File: src/rtl/seq_pkg.sv
// Shared types and helpers for the programmable serial pattern detector.
//   state_e    : controller states
//   len_width  : width of the pattern-length field for a given maximum length
//   clamp_len  : maps a requested length onto the supported range 1..max_len
package seq_pkg;

  typedef enum logic [1:0] {
    StIdle,
    StLoaded,
    StRun,
    StDone
  } state_e;

  function automatic int unsigned len_width(input int unsigned pat_w);
    return $clog2(pat_w) + 1;
  endfunction

  // Zero means a one-bit pattern; anything beyond the register width is cut back to it.
  function automatic int unsigned clamp_len(input int unsigned len, input int unsigned max_len);
    if (len == 0) return 1;
    if (len > max_len) return max_len;
    return len;
  endfunction

endpackage

File: src/rtl/seq_shift_match.sv
// History shift register, fill counter and length-masked comparator.
// Ports:
//   clk, reset   : clock, asynchronous active-low reset
//   shift_en_i   : shift xin_i into history bit0 this cycle
//   clear_i      : clear history and fill (takes precedence over shift_en_i)
//   xin_i        : serial data bit
//   len_i        : active pattern length (already clamped to 1..PAT_W)
//   pattern_i    : pattern, bit[len-1] oldest
//   hit_o        : the shift happening on the coming edge completes a match
// Build option: SEQ_CTRL_OVERLAP_EN keeps history and fill after a match so a
// match tail can start the next one; otherwise fill restarts on every match.
module seq_shift_match #(
  parameter int unsigned PAT_W = 8,
  parameter int unsigned LEN_W = 4
) (
  input  logic             clk,
  input  logic             reset,
  input  logic             shift_en_i,
  input  logic             clear_i,
  input  logic             xin_i,
  input  logic [LEN_W-1:0] len_i,
  input  logic [PAT_W-1:0] pattern_i,
  output logic             hit_o
);

  logic [PAT_W-1:0] hist_q, hist_d, mask;
  logic [LEN_W-1:0] fill_q, fill_d;

  // The comparison looks at the post-shift view so hit_o lines up with the accepting edge.
  always_comb begin
    hist_d = {hist_q[PAT_W-2:0], xin_i};
    fill_d = (fill_q >= len_i) ? len_i : fill_q + LEN_W'(1);
    mask   = '0;
    for (int unsigned i = 0; i < PAT_W; i++) begin
      mask[i] = (i < 32'(len_i));
    end
    hit_o = shift_en_i && (fill_d >= len_i) && (((hist_d ^ pattern_i) & mask) == '0);
  end

  always_ff @(posedge clk or negedge reset) begin
    if (!reset) begin
      hist_q <= '0;
      fill_q <= '0;
    end else if (clear_i) begin
      hist_q <= '0;
      fill_q <= '0;
    end else if (shift_en_i) begin
      hist_q <= hist_d;
`ifdef SEQ_CTRL_OVERLAP_EN
      fill_q <= fill_d;
`else
      fill_q <= hit_o ? '0 : fill_d;
`endif
    end
  end

endmodule

File: src/rtl/seq_detect_ctrl.sv
// Run-time programmable serial pattern detector with controller FSM.
// Software loads pattern/length/target over a valid/ready port, then starts a
// run; each match pulses match_o and bumps match_count_o, and the run ends in
// DONE when a non-zero target is reached. abort returns to IDLE from anywhere.
// Ports:
//   clk, reset                  : clock, asynchronous active-low reset
//   cfg_valid_i / cfg_ready_o   : config handshake (ready in IDLE and DONE)
//   cfg_pattern_i, cfg_len_i    : pattern (bit[len-1] first in time) and length
//   cfg_target_i                : matches that end a run, 0 = unlimited
//   start_i, abort_i            : run control, abort has highest priority
//   xin_i, xin_valid_i          : serial data and its qualifier
//   match_o, match_count_o      : registered match pulse and run match count
//   busy_o, done_o              : in RUN / in DONE
// Build option: SEQ_CTRL_OVERLAP_EN selects overlapping detection (see seq_shift_match).
module seq_detect_ctrl
  import seq_pkg::*;
#(
  parameter int unsigned PAT_W = 8,
  parameter int unsigned CNT_W = 8,
  localparam int unsigned LEN_W = seq_pkg::len_width(PAT_W)
) (
  input  logic             clk,
  input  logic             reset,
  input  logic             cfg_valid_i,
  output logic             cfg_ready_o,
  input  logic [PAT_W-1:0] cfg_pattern_i,
  input  logic [LEN_W-1:0] cfg_len_i,
  input  logic [CNT_W-1:0] cfg_target_i,
  input  logic             start_i,
  input  logic             abort_i,
  input  logic             xin_i,
  input  logic             xin_valid_i,
  output logic             match_o,
  output logic [CNT_W-1:0] match_count_o,
  output logic             busy_o,
  output logic             done_o
);

  state_e           state_q, state_d;
  logic [PAT_W-1:0] pat_q;
  logic [LEN_W-1:0] len_q;
  logic [CNT_W-1:0] tgt_q;
  logic [CNT_W-1:0] cnt_q, cnt_d, cnt_inc;
  logic             match_q, match_d;
  logic             load, clear, shift, hit;

  seq_shift_match #(
    .PAT_W (PAT_W),
    .LEN_W (LEN_W)
  ) u_shift_match (
    .clk        (clk),
    .reset      (reset),
    .shift_en_i (shift),
    .clear_i    (clear),
    .xin_i      (xin_i),
    .len_i      (len_q),
    .pattern_i  (pat_q),
    .hit_o      (hit)
  );

  assign cnt_inc = cnt_q + CNT_W'(1);

  always_comb begin
    state_d = state_q;
    cnt_d   = cnt_q;
    match_d = 1'b0;
    load    = 1'b0;
    clear   = 1'b0;
    shift   = 1'b0;
    if (abort_i) begin
      state_d = StIdle;
      cnt_d   = '0;
      clear   = 1'b1;
    end else begin
      unique case (state_q)
        StIdle: begin
          if (cfg_valid_i) begin
            load    = 1'b1;
            state_d = StLoaded;
          end
        end
        StLoaded: begin
          if (start_i) begin
            clear   = 1'b1;
            cnt_d   = '0;
            state_d = StRun;
          end
        end
        StRun: begin
          if (xin_valid_i) begin
            shift = 1'b1;
            if (hit) begin
              match_d = 1'b1;
              // Saturate only matters for unlimited runs; a target stops the count first.
              if (cnt_q != '1) cnt_d = cnt_inc;
              if ((tgt_q != '0) && (cnt_inc == tgt_q)) state_d = StDone;
            end
          end
        end
        StDone: begin
          // A completed config handshake wins over start since cfg_ready_o is high here.
          if (cfg_valid_i) begin
            load    = 1'b1;
            state_d = StLoaded;
          end else if (start_i) begin
            clear   = 1'b1;
            cnt_d   = '0;
            state_d = StRun;
          end
        end
        default: state_d = StIdle;
      endcase
    end
  end

  always_ff @(posedge clk or negedge reset) begin
    if (!reset) begin
      state_q <= StIdle;
      cnt_q   <= '0;
      match_q <= 1'b0;
      pat_q   <= '0;
      len_q   <= LEN_W'(1);
      tgt_q   <= '0;
    end else begin
      state_q <= state_d;
      cnt_q   <= cnt_d;
      match_q <= match_d;
      if (load) begin
        pat_q <= cfg_pattern_i;
        len_q <= LEN_W'(clamp_len(int'(32'(cfg_len_i)), PAT_W));
        tgt_q <= cfg_target_i;
      end
    end
  end

  assign cfg_ready_o   = (state_q == StIdle) || (state_q == StDone);
  assign busy_o        = (state_q == StRun);
  assign done_o        = (state_q == StDone);
  assign match_o       = match_q;
  assign match_count_o = cnt_q;

endmodule

File: config.mk
export PLATFORM = sky130hd
export DESIGN_NAME = seq_detect_ctrl
export DESIGN_NICKNAME = d
export VERILOG_FILES = /design/src/rtl/seq_pkg.sv /design/src/rtl/seq_shift_match.sv /design/src/rtl/seq_detect_ctrl.sv
export SDC_FILE = /design/constraint.sdc
export NUM_CORES = 1
export LEC_CHECK = 0
export ABC_CLOCK_PERIOD_IN_PS = 5500
export CAP_MARGIN = 0
export CORE_AREA = 10 10 80 82
export CTS_BUF_LIST = sky130_fd_sc_hd__clkbuf_4
export CTS_CLUSTER_DIAMETER = 100
export DETAILED_ROUTE_END_ITERATION = 16
export DIE_AREA = 0 0 90 92
export PLACE_DENSITY = 0.76
export SKIP_CTS_REPAIR_TIMING = 1
export SYNTH_ARGS = -nofsm -noshare
export SYNTH_HDL_FRONTEND = slang
export SYNTH_HIERARCHICAL = 1
export SYNTH_SLANG_ARGS = --single-unit
File: constraint.sdc
create_clock -name clk -period 5.5 [get_ports clk]
set_input_delay 0.55 -clock clk [delete_from_list [all_inputs] [get_ports clk]]
set_output_delay 0.55 -clock clk [all_outputs]
set_load 0.1 [all_outputs]
==> impl_metrics.tcl <==
set metrics [dict create \
    outcome "finished clean" \
    grt_pass1_vias 1957 \
    netlist_instances 254 \
    max_cap_viol_count 0 \
    ys_dominant_reg_cell "dfrtp_1" \
    wl_per_cell_um 15.8 \
    max_slew.worst_pin.slew_ns 0.974 \
    wirelength_um 5700 \
    n_antenna_cell 0 \
    synth_edf_count 0 \
    nets 332 \
    nFillCells 404 \
    critPathCaptureType "register" \
    place_ws_ns 1.17 \
    critPathLaunchType "register" \
    io_buffers 38 \
    reg2regPathDepth 15 \
    setup_ws_ns 1.11 \
    syn_area_um2 2630 \
    relSlewSlack 0.349 \
    fin_area_um2 3120 \
    arrival_ns 4.65 \
    synth_fp_nets 296 \
    antenna_left 0 \
    setup_violations 0 \
    cts_num_sinks 42 \
    dr_total_vias 1992 \
    leakage_nw 1.29 \
    layout-drive-gt1-share 0.134 \
    cts_tree "yes" \
    yosys_warnings 6 \
    rows 26 \
    pwr_density_cell_nw_per_um2 382 \
    die_y_um 92 \
    dieArea_um2 8280 \
    final_hold_viol_count 0 \
    path_clk_slew_ns 0.13 \
    dr.pass1.iters 4 \
    grt_max_degree 43 \
    track_usage 0.139 \
    drc 0 \
    reg2reg_slack_ns 1.11 \
    place_area_um2 3040 \
    dp_hpwl_um 4270 \
    gp_congestion 0.885 \
    period_needed_ns 4.39 \
    path_class "register to register" \
    synth_common_cells "41 x dfrtp_1, 20 x inv_1, 18 x o21ai_0" \
    p_total_mw 1.19 \
    overflow 0 \
    synth_top_area_share 0.390 \
    cts_buffer_depth 2 \
    seq_area_um2 1050 \
    post-synth-top-count-cell "dfrtp_1" \
    slew_violations 0 \
    syn_avg_cell_area_um2 10.4 \
    die_w_um 90 \
    ys_types 53 \
    synth_area_leaders "dfrtp_1 39%, mux2_2 7.3%, ha_1 7.1%, mux2i_1 4.6%, xnor2_1 4.3%" \
    finClkSkew_ns 0.00492 \
    cts_root_buffer "clkbuf_4" \
    synth_seq_cells 42 \
    r2r_end "match_count_o[7]$_DFFE_PN0P_" \
    r2r_start "len_q[0]$_DFFE_PN1P_" \
    vias_per_cell 5.52 \
    rsz0062_at_grt "false" \
    synth.largest_area_cell "dfrtp_1" \
    ios 39 \
    first_iter_violations 133 \
    core_area_um2 4910 \
    ys_seq_area_frac 0.400 \
    async_flop_share 1.00 \
    fmax_mhz 228 \
    cp.required_ns 5.76 \
    syn_to_final_growth_pct 18.3 \
    ir_worst_vdd_uv 223 \
    start_util 0.536 \
    fin_setup_tns_ns 0 \
    clock_latency_ns 0.35 \
    cts_buffers 5 \
    whs_ns 0.302 \
    grt_pass1_wl_um 9740 \
    antenna_found_initial 0 \
    critPathMaxFanout 10 \
    min_path_type "primary input to asynchronous set/reset pin" \
    multi_input_area_um2 1430 \
    min_period_over_period 0.799 \
    htree_levels 2 \
]
flip-flops by register name (all words and copies together), names as in the netlist:
register	flops
match_count_o	8
pat_q	8
tgt_q	8
u_shift_match/hist_q	7
len_q	4
u_shift_match/fill_q	4
state_q	2
match_o	1
stage by stage:
stage,utilization,std cells
global placement,0.618,353
detailed placement,0.618,353
finish,0.634,361
global route,0.634,361
floorplan,-,254
CTS,0.634,361
kinds of logic after synthesis:
logic type | count (synthesis) | synth area share
buf+inv | 31 | 0.0580
mux | 30 | 0.124
xor+xnor | 20 | 0.0665
fa+ha+maj | 15 | 0.0713
compound gates | 54 | 0.148
simple gates | 62 | 0.132
flops | 42 | 0.400
worst max-delay path by stage:
stage,from,end,slack (ns),cells past startpoint
3_3_place_gp,len_q[0]$_DFFE_PN1P_,state_q[0]$_DFFE_PN0P_,1.32,15
5_1_grt,len_q[0]$_DFFE_PN1P_,match_count_o[7]$_DFFE_PN0P_,0.73,15
3_5_place_dp,len_q[0]$_DFFE_PN1P_,match_count_o[7]$_DFFE_PN0P_,1.17,15
2_1_floorplan,len_q[0]$_DFFE_PN1P_,state_q[0]$_DFFE_PN0P_,1.55,15
6_report,len_q[0]$_DFFE_PN1P_,match_count_o[7]$_DFFE_PN0P_,1.11,15
4_1_cts,len_q[0]$_DFFE_PN1P_,match_count_o[7]$_DFFE_PN0P_,1.14,15
cell usage in the layout (no fill, tap or decap), types with 6 or more instances in the layout:
cell type        instances
dfrtp_1                 41
clkdlybuf4s50_1         37
inv_1                   20
o21ai_0                 18
nor2_1                  17
mux2_2                  17
ha_1                    15
xnor2_1                 13
mux2i_1                 12
nand2_1                  9
nand2b_1                 7
xor2_1                   7
nand3_1                  6
layer usage:
layer / up-vias / wire length [um] / global-route usage
met5: - / 0 / 0
met1: 946 / 2810 / 0.190
met4: 0 / 76 / 0.0570
met2: 52 / 2530 / 0.209
li1: 982 / - / -
met3: 12 / 285 / 0.0285
worst max-delay path, cell delays in order, from the launching register on:
cell and delay [ns]:
dfstp_2 0.63, ha_1 0.25, nand2b_1 0.15, a2111oi_0 0.54, a21oi_2 0.15, mux2i_1 0.30
inv_1 0.08, ha_1 0.28, o21a_1 0.11, o22ai_1 0.10, nor4_4 0.40, a21boi_0 0.18
a221oi_1 0.29, a21oi_2 0.18, or2_1 0.33, o41ai_1 0.33
power breakdown:
part / leakage (nW) / switching, mW / internal [mW]
Clock: 0.0450 / 0.104 / 0.0942
Sequential: 0.542 / 0.0958 / 0.390
Combinational: 0.706 / 0.270 / 0.238
cell type report:
cell class,count,share of cell area
clock buffer,5,0.0120
clock inverter,3,0.0129
inverter,20,0.0241
multi-input combinational,181,0.460
sequential,42,0.338
tap,70,0.0281
timing repair buffer,40,0.125
Note: power is estimated with default switching activity, not from simulation.
